[src/rtl/decode_if.sv]
// decode_if: groups the decode stage's pipeline-latch signals.
//   if_id_instr / if_id_npc          : instruction and PC+4 from the IF/ID latch
//   mem_wb_reg_write / _write_reg /
//   mem_wb_write_data                : register-file write-back port from MEM/WB
//   id_ex_wb / id_ex_m / id_ex_ex    : registered control groups toward EX
//   id_ex_npc, id_ex_rdata1/2,
//   id_ex_imm, id_ex_rt, id_ex_rd    : registered datapath fields toward EX
// The master drives the stage inputs; the slave (decode) drives the ID/EX latch.
interface decode_if;
    logic [31:0] if_id_instr;
    logic [31:0] if_id_npc;
    logic        mem_wb_reg_write;
    logic [4:0]  mem_wb_write_reg;
    logic [31:0] mem_wb_write_data;
    logic [1:0]  id_ex_wb;
    logic [2:0]  id_ex_m;
    logic [3:0]  id_ex_ex;
    logic [31:0] id_ex_npc;
    logic [31:0] id_ex_rdata1;
    logic [31:0] id_ex_rdata2;
    logic [31:0] id_ex_imm;
    logic [4:0]  id_ex_rt;
    logic [4:0]  id_ex_rd;

    modport master (
        output if_id_instr, if_id_npc,
        output mem_wb_reg_write, mem_wb_write_reg, mem_wb_write_data,
        input  id_ex_wb, id_ex_m, id_ex_ex, id_ex_npc,
        input  id_ex_rdata1, id_ex_rdata2, id_ex_imm, id_ex_rt, id_ex_rd
    );

    modport slave (
        input  if_id_instr, if_id_npc,
        input  mem_wb_reg_write, mem_wb_write_reg, mem_wb_write_data,
        output id_ex_wb, id_ex_m, id_ex_ex, id_ex_npc,
        output id_ex_rdata1, id_ex_rdata2, id_ex_imm, id_ex_rt, id_ex_rd
    );
endinterface

[src/rtl/decode.sv]
// decode: instruction-decode pipeline stage.
//   clk  : pipeline clock, all state updates on rising edge
//   rst  : synchronous active-high reset (clears ID/EX latch and register file)
//   bus  : decode_if.slave -- IF/ID inputs, MEM/WB write-back port, ID/EX outputs
// Decodes the opcode into WB/M/EX control groups, reads two operands from a
// 32x32 register file (with write-through bypass from write-back), sign-extends
// the immediate and registers everything into the ID/EX latch.
module decode (
    input  logic    clk,
    input  logic    rst,
    decode_if.slave bus
);
    typedef enum logic [5:0] {
        OP_RTYPE = 6'd0,
        OP_BEQ   = 6'd4,
        OP_LW    = 6'd35,
        OP_SW    = 6'd43
    } opcode_e;

    logic [31:0] regs [32];

    logic [5:0]  opcode;
    logic [4:0]  rs;
    logic [4:0]  rt;
    logic [4:0]  rd;
    logic        wr_en;
    logic [1:0]  wb_c;
    logic [2:0]  m_c;
    logic [3:0]  ex_c;
    logic [31:0] rdata1;
    logic [31:0] rdata2;
    logic [31:0] imm;

    always_comb begin
        opcode = bus.if_id_instr[31:26];
        rs     = bus.if_id_instr[25:21];
        rt     = bus.if_id_instr[20:16];
        rd     = bus.if_id_instr[15:11];
        imm    = {{16{bus.if_id_instr[15]}}, bus.if_id_instr[15:0]};
        // Writes to r0 are discarded, so the enable already excludes index 0.
        wr_en  = bus.mem_wb_reg_write && (bus.mem_wb_write_reg != '0);
    end

    // Control groups: wb={reg_write,mem_to_reg}, m={branch,mem_read,mem_write},
    // ex={reg_dst,alu_op[1:0],alu_src}. Unknown opcodes become a bubble.
    always_comb begin
        wb_c = '0;
        m_c  = '0;
        ex_c = '0;
        case (opcode)
            OP_RTYPE: begin ex_c = 4'b1100; m_c = 3'b000; wb_c = 2'b10; end
            OP_LW:    begin ex_c = 4'b0001; m_c = 3'b010; wb_c = 2'b11; end
            OP_SW:    begin ex_c = 4'b0001; m_c = 3'b001; wb_c = 2'b00; end
            OP_BEQ:   begin ex_c = 4'b0010; m_c = 3'b100; wb_c = 2'b00; end
            default:  begin ex_c = '0;      m_c = '0;     wb_c = '0;     end
        endcase
    end

    // Read ports: r0 hardwired to zero; a same-cycle write-back to the read
    // index is forwarded so the ID/EX latch sees the new value at this edge.
    always_comb begin
        rdata1 = '0;
        rdata2 = '0;
        if (rs != '0)
            rdata1 = (wr_en && bus.mem_wb_write_reg == rs) ? bus.mem_wb_write_data : regs[rs];
        if (rt != '0)
            rdata2 = (wr_en && bus.mem_wb_write_reg == rt) ? bus.mem_wb_write_data : regs[rt];
    end

    always_ff @(posedge clk) begin
        if (rst) begin
            for (int unsigned i = 0; i < 32; i++)
                regs[5'(i)] <= '0;
            bus.id_ex_wb     <= '0;
            bus.id_ex_m      <= '0;
            bus.id_ex_ex     <= '0;
            bus.id_ex_npc    <= '0;
            bus.id_ex_rdata1 <= '0;
            bus.id_ex_rdata2 <= '0;
            bus.id_ex_imm    <= '0;
            bus.id_ex_rt     <= '0;
            bus.id_ex_rd     <= '0;
        end else begin
            if (wr_en)
                regs[bus.mem_wb_write_reg] <= bus.mem_wb_write_data;
            bus.id_ex_wb     <= wb_c;
            bus.id_ex_m      <= m_c;
            bus.id_ex_ex     <= ex_c;
            bus.id_ex_npc    <= bus.if_id_npc;
            bus.id_ex_rdata1 <= rdata1;
            bus.id_ex_rdata2 <= rdata2;
            bus.id_ex_imm    <= imm;
            bus.id_ex_rt     <= rt;
            bus.id_ex_rd     <= rd;
        end
    end
endmodule

[src/flat_wrapper.sv]
// flat-port wrapper written by rule: the top's interface ports become plain ports
module decode_flat 
  (clk, rst, bus_if_id_instr, bus_if_id_npc, bus_mem_wb_reg_write, bus_mem_wb_write_reg, bus_mem_wb_write_data, bus_id_ex_wb, bus_id_ex_m, bus_id_ex_ex, bus_id_ex_npc, bus_id_ex_rdata1, bus_id_ex_rdata2, bus_id_ex_imm, bus_id_ex_rt, bus_id_ex_rd);
  decode_if bus_i ();
  input  logic clk;
  input  logic rst;
  input wire logic [$bits(bus_i.if_id_instr)-1:0] bus_if_id_instr;
  input wire logic [$bits(bus_i.if_id_npc)-1:0] bus_if_id_npc;
  input wire logic [$bits(bus_i.mem_wb_reg_write)-1:0] bus_mem_wb_reg_write;
  input wire logic [$bits(bus_i.mem_wb_write_reg)-1:0] bus_mem_wb_write_reg;
  input wire logic [$bits(bus_i.mem_wb_write_data)-1:0] bus_mem_wb_write_data;
  output wire logic [$bits(bus_i.id_ex_wb)-1:0] bus_id_ex_wb;
  output wire logic [$bits(bus_i.id_ex_m)-1:0] bus_id_ex_m;
  output wire logic [$bits(bus_i.id_ex_ex)-1:0] bus_id_ex_ex;
  output wire logic [$bits(bus_i.id_ex_npc)-1:0] bus_id_ex_npc;
  output wire logic [$bits(bus_i.id_ex_rdata1)-1:0] bus_id_ex_rdata1;
  output wire logic [$bits(bus_i.id_ex_rdata2)-1:0] bus_id_ex_rdata2;
  output wire logic [$bits(bus_i.id_ex_imm)-1:0] bus_id_ex_imm;
  output wire logic [$bits(bus_i.id_ex_rt)-1:0] bus_id_ex_rt;
  output wire logic [$bits(bus_i.id_ex_rd)-1:0] bus_id_ex_rd;
  assign bus_i.if_id_instr = bus_if_id_instr;
  assign bus_i.if_id_npc = bus_if_id_npc;
  assign bus_i.mem_wb_reg_write = bus_mem_wb_reg_write;
  assign bus_i.mem_wb_write_reg = bus_mem_wb_write_reg;
  assign bus_i.mem_wb_write_data = bus_mem_wb_write_data;
  assign bus_id_ex_wb = bus_i.id_ex_wb;
  assign bus_id_ex_m = bus_i.id_ex_m;
  assign bus_id_ex_ex = bus_i.id_ex_ex;
  assign bus_id_ex_npc = bus_i.id_ex_npc;
  assign bus_id_ex_rdata1 = bus_i.id_ex_rdata1;
  assign bus_id_ex_rdata2 = bus_i.id_ex_rdata2;
  assign bus_id_ex_imm = bus_i.id_ex_imm;
  assign bus_id_ex_rt = bus_i.id_ex_rt;
  assign bus_id_ex_rd = bus_i.id_ex_rd;
  decode u_core (.clk(clk), .rst(rst), .bus(bus_i));
endmodule
[config.mk]
export PLATFORM = sky130hd
export DESIGN_NAME = decode_flat
export DESIGN_NICKNAME = d
export VERILOG_FILES = /design/src/rtl/decode_if.sv /design/src/rtl/decode.sv /design/src/flat_wrapper.sv
export SDC_FILE = /design/constraint.sdc
export NUM_CORES = 2
export LEC_CHECK = 0
export CAP_MARGIN = 10
export CORE_MARGIN = 3
export CORE_UTILIZATION = 55
export CTS_BUF_LIST = sky130_fd_sc_hd__clkbuf_4
export CTS_CLUSTER_SIZE = 40
export DETAILED_ROUTE_END_ITERATION = 12
export PLACE_DENSITY = 0.72
export SLEW_MARGIN = 0
export SYNTH_ARGS = -nofsm -noshare
export SYNTH_HDL_FRONTEND = slang
export SYNTH_SLANG_ARGS = --single-unit
[constraint.sdc]
create_clock -name clk -period 11.99 [get_ports clk]
set_input_delay 1.7985 -clock clk [delete_from_list [all_inputs] [get_ports clk]]
set_output_delay 1.7985 -clock clk [all_outputs]
set_load 0.05 [all_outputs]
# Word level (Yosys, flattened, before mapping)
# Memory sizes are Yosys's and may differ from the RTL's. A register that Yosys moved wholly into a read port is not among the register bits.
# Index checks and enable logic that the tools add are counted.
# op_classes
n_eq_ne	3
muxes	11
bitwise_logic	2
reduce_logical	9
# ops
cell	count
2-to-1 mux 32 bit	1
OR reduction 32 bit	1
nonzero test 5 bit	3
== test 6 bit, second input constant	2
case mux 4 bit (3 select lines)	1
case mux 3 bit (3 select lines)	1
== test 6 x 3 -> 1 bit, second input constant	1
logical NOT 6 bit	1
2-to-1 mux 1 bit	6
OR reduction 2 bit	3
2-to-1 mux 5 bit	1
case mux 2 bit (2 select lines)	1
NOT 1 bit	2
logical AND 1 bit	1
# word_totals
regBits	67
mem_bits_rw	1024
inputBits	104
out_inout_bits	147
elab_cells	33
n_memories	1
# mem_list
name	words	word_bits	rd	rd_ports_with_merged_regs	write_ports	line	source
u_core.regs	32	32	2	2	32	decode.sv:20	logic [31:0] regs [32];

# Depth between registers and ports, before layout
# logic_depth
depth_word	7
mapped_depth	9
ltp_nobuf	5

# Worst setup path before layout
# Ideal clock, no wire load.
# synth_path
path_kind	input to register
from	in bus_mem_wb_write_reg[4]
to	mem u_core.regs[15][0] (enable)
setup_ns	0.466
t_arrival_ns	4.815
t_required_ns	11.524
slack_ns	6.709
stages	5
n_path_buf	2
cell_sequence	nand2b_1 > clkbuf_1 > or2_2 > clkbuf_1 > o21ai_0
# synth_lines
item	line	source
from (decl)	flat_wrapper.sv:10	input wire logic [$bits(bus_i.mem_wb_write_reg)-1:0] bus_mem_wb_write_reg;
to (decl)	decode.sv:20	

==> results.py <==
metrics = {
    "setup_path": {
        "path_class": "input pin to register",
        "cp_cell_sequence": "clkdlybuf4s50_1 -> nand2b_1 -> or2_2 -> nor3_2 -> buf_4 -> or2_2",
        "critPathCapture": "u_core.regs[19][7]",
        "r2r_end": "u_core.bus.id_ex_rdata1[10]",
        "rr_startpoint": "u_core.regs[3][10]",
        "crit_path_frequent_cell": "or2_2",
        "cp.arrival_ps": 5470,
        "critPathMaxFanout": 33,
        "critPathLaunchType": "input pin",
        "crit_path_max_incr_delay_ps": 990,
        "cp-end-kind": "register",
        "crit_slowest_cell": "or2_2",
        "rrSetupSlack_ps": 10000,
        "critPathLaunch": "bus_mem_wb_write_reg[4]",
        "required_ps": 12740,
        "rr_worst_depth": 4,
    },
    "power": {
        "vdd_ir_drop_max_mv": 0.0858,
        "p_per_area_nw_per_um2": 145,
        "p_leak_nw": 23.9,
    },
    "floorplanning": {
        "ios": 251,
        "core-area_sq_um": 104000,
        "die-area_sq_um": 110000,
        "rows": 118,
        "floorplan.initialDensity_pct": 55.8,
        "die_y_um": 331,
        "die_w_um": 331,
    },
    "cts": {
        "clk_latency_ps": 1210,
        "cts_tree": "done",
        "cts_setup_buffers": 0,
        "cts_resized": 0,
        "clockRootBuffer": "clkbuf_4",
        "clockBufferDepth": 4,
        "cts_hold_buf": 0,
        "clock-sinks": 1148,
        "clkTransAtPathRegs_ps": 60,
        "cts_htree_levels": 5,
        "cts_buffers": 319,
    },
    "timing": {
        "tns_ps": 0,
        "rsz0062_at_grt": "false",
        "fin_crit_sh_pct": 39.3,
        "setup_viol_count_final": 0,
        "fin_crit_ps": 4720,
        "relSlewSlack_pct": 14.8,
        "final_hold_viol_count": 0,
        "worst_pin_slew_ps": 1270,
        "fmax_mhz": 212,
        "clock_skew_ps": 91.1,
        "worst_slack_ps": 7270,
        "slew_viol_final": 0,
    },
    "global_route": {
        "grt_pass1_wl_mm": 270,
        "first_global_vias": 39600,
        "grt_overflow": 0,
        "track_usage_pct": 34.7,
        "grt_antenna_before_repair": 15,
        "grt_max_degree": 133,
    },
    "synth": {
        "yosysWarningCount": 0,
        "synth_area_sq_um": 58100,
        "avgSynthCellArea_sq_um": 14.3,
        "synth-seq-area-share_pct": 57.2,
        "synthCells": 4063,
        "synth-seq-cells": 1148,
        "ys_types": 36,
    },
    "route": {
        "drc": 0,
        "ant_nets": 0,
        "wl_per_cell_um": 31.9,
        "avgViaCountPerCell": 6.68,
        "vias": 39800,
        "firstDrtPassIters": 6,
        "drt_iter0_markers": 5437,
        "wirelength_mm": 190,
    },
    "layout": {
        "final_nets": 4434,
        "layout-drive-gt1-share_pct": 23.2,
        "area_growth_pct": 13.7,
        "n_fill_cell": 7678,
    },
    "placement": {
        "gp_congestion": 0.914,
        "port-buffer-count": 250,
        "post-place-ws_ps": 6250,
        "hpwl_mm": 104,
    },
    "job": {
        "max-cap-violations": 0,
    },
    "hold_path": {
        "min_path_type": "register to register",
    },
    "outcome": {
        "outcome": "finished clean",
    },
}
[placed cells by master (no fill, tap or decap), types with 18 or more instances in the layout]
cell	synthesis	layout
clkbuf_4	0	477
and2_1	995	995
nor2_2	0	22
conb_1	1	32
nor2b_1	60	55
a221oi_1	160	160
a22oi_1	160	160
o21bai_1	64	64
dfxtp_1	124	124
o21ai_4	0	22
mux4_2	352	352
a21oi_1	64	64
o21ai_0	54	32
mux2i_1	320	320
edfxtp_1	1024	1024
diode_2	0	18
clkinv_1	0	53
clkdlybuf4s50_1	0	241
nand2_1	73	73
a221o_1	64	64
buf_4	31	107
[worst max-delay path, delay by kind of cell]
kind,cells,cell delay (ps)
buffers and inverters,2,1340
and+or+nand+nor,4,2260
[cell families after synthesis]
| kind of cell | synth area share (%) |
|---|---|
| buf+inv | 3.37 |
| mux | 19.2 |
| simple gates | 12.4 |
| other cells | 0.00646 |
| xor+xnor | 0.151 |
| compound gates | 7.62 |
| flops | 57.2 |
[report_power, final]
group,leakage (nW),total [mW],internal [mW],switching (mW)
logic,10.7,1.25,0.469,0.780
clock network,2.41,3.59,1.94,1.65
registers,10.8,4.72,4.58,0.133
total,23.9,9.55,6.99,2.56
[synth_stat cells]
library cell     n  area (sq um)
a221oi_1       160          1400
nand2b_1         3          18.8
and3_1           3          18.8
inv_1            5          18.8
nand3_1          7          35.0
nor2_1          38           143
nor3_1           7          35.0
mux4_2         352          7930
a221o_1         64           641
nor4_1           3          18.8
xnor2_1         10          87.6
mux2i_1        320          3200
o311ai_1         1          8.76
buf_1           20          75.1
nor2b_1         60           375
o31ai_1          1          7.51
dfxtp_1        124          2480
o22ai_1          1          6.26
nor3_2           1          10.0
o21ai_0         54           270
and2_1         995          6220
a21oi_1         64           320
a22oi_1        160          1200
o21bai_1        64           480
o31ai_4          1          21.3
buf_2           80           400
a2111oi_4        2          55.1
nand2_1         73           274
or2_2           11          68.8
clkbuf_1       318          1190
edfxtp_1      1024         30700
buf_4           31           233
o31ai_2          1          12.5
buf_6            3          33.8
conb_1           1          3.75
or3_1            1          6.26
[metal layers]
| metal | GRT usage, % | share of wire (%) | vias to the layer above |
|---|---|---|---|
| li1 | - | - | 16300 |
| met1 | 45.9 | 36 | 19900 |
| met2 | 51.0 | 44 | 3043 |
| met3 | 11.9 | 14 | 582 |
| met4 | 18.1 | 5.4 | 6 |
| met5 | 0 | 0.017 | - |
[flip-flops by register name, indices dropped and copies added (netlist names)]
register	count
u_core.bus.id_ex_imm	12
u_core.bus.id_ex_rdata1	32
u_core.bus.id_ex_m	3
u_core.bus.id_ex_ex	3
u_core.bus.id_ex_rt	5
u_core.bus.id_ex_rd	4
u_core.bus.id_ex_rdata2	32
u_core.bus.id_ex_npc	32
u_core.bus.id_ex_wb	1
u_core.regs	1024
[worst min path at each step]
stage                              startpoint                           to  cells after the start
after detailed placement   u_core.regs[18][2]   u_core.bus.id_ex_rdata2[2]                      4
final                     u_core.regs[18][31]  u_core.bus.id_ex_rdata2[31]                      4
after CTS                   u_core.regs[5][8]   u_core.bus.id_ex_rdata2[8]                      4
after global placement    u_core.regs[19][31]  u_core.bus.id_ex_rdata2[31]                      4
after global routing       u_core.regs[16][6]   u_core.bus.id_ex_rdata2[6]                      4
after floorplan            u_core.regs[18][0]   u_core.bus.id_ex_rdata2[0]                      4
[stage by stage]
| step | utilization [%] | instances | power, mW | hold WS, ps | instance area [sq um] |
|---|---|---|---|---|---|
| final | 63.4 | 5956 | 9.55 | 798 | 66000 |
| after floorplan | - | 4094 | 5.53 | 778 | 58200 |
| after global routing | 63.4 | 5946 | 9.85 | 839 | 66000 |
| after CTS | 63.2 | 5930 | 9.56 | 795 | 65800 |
| after global placement | 59.4 | 5381 | 5.99 | 800 | 61800 |
| after detailed placement | 59.4 | 5381 | 6.01 | 825 | 61800 |
[cell type report]
| class | instances | area (sq um) | share of cell area (%) |
|---|---|---|---|
| diodes | 18 | 45.0 | 0.0683 |
| clock buffers | 477 | 3580 | 5.43 |
| clock inverters | 72 | 440 | 0.667 |
| inverters | 5 | 18.8 | 0.0284 |
| multi-input cells | 2489 | 23500 | 35.5 |
| flip-flops and latches | 1148 | 33200 | 50.4 |
| well taps | 1380 | 1730 | 2.62 |
| repair buffers | 367 | 3500 | 5.31 |
Power figures use the tool's default switching activity.
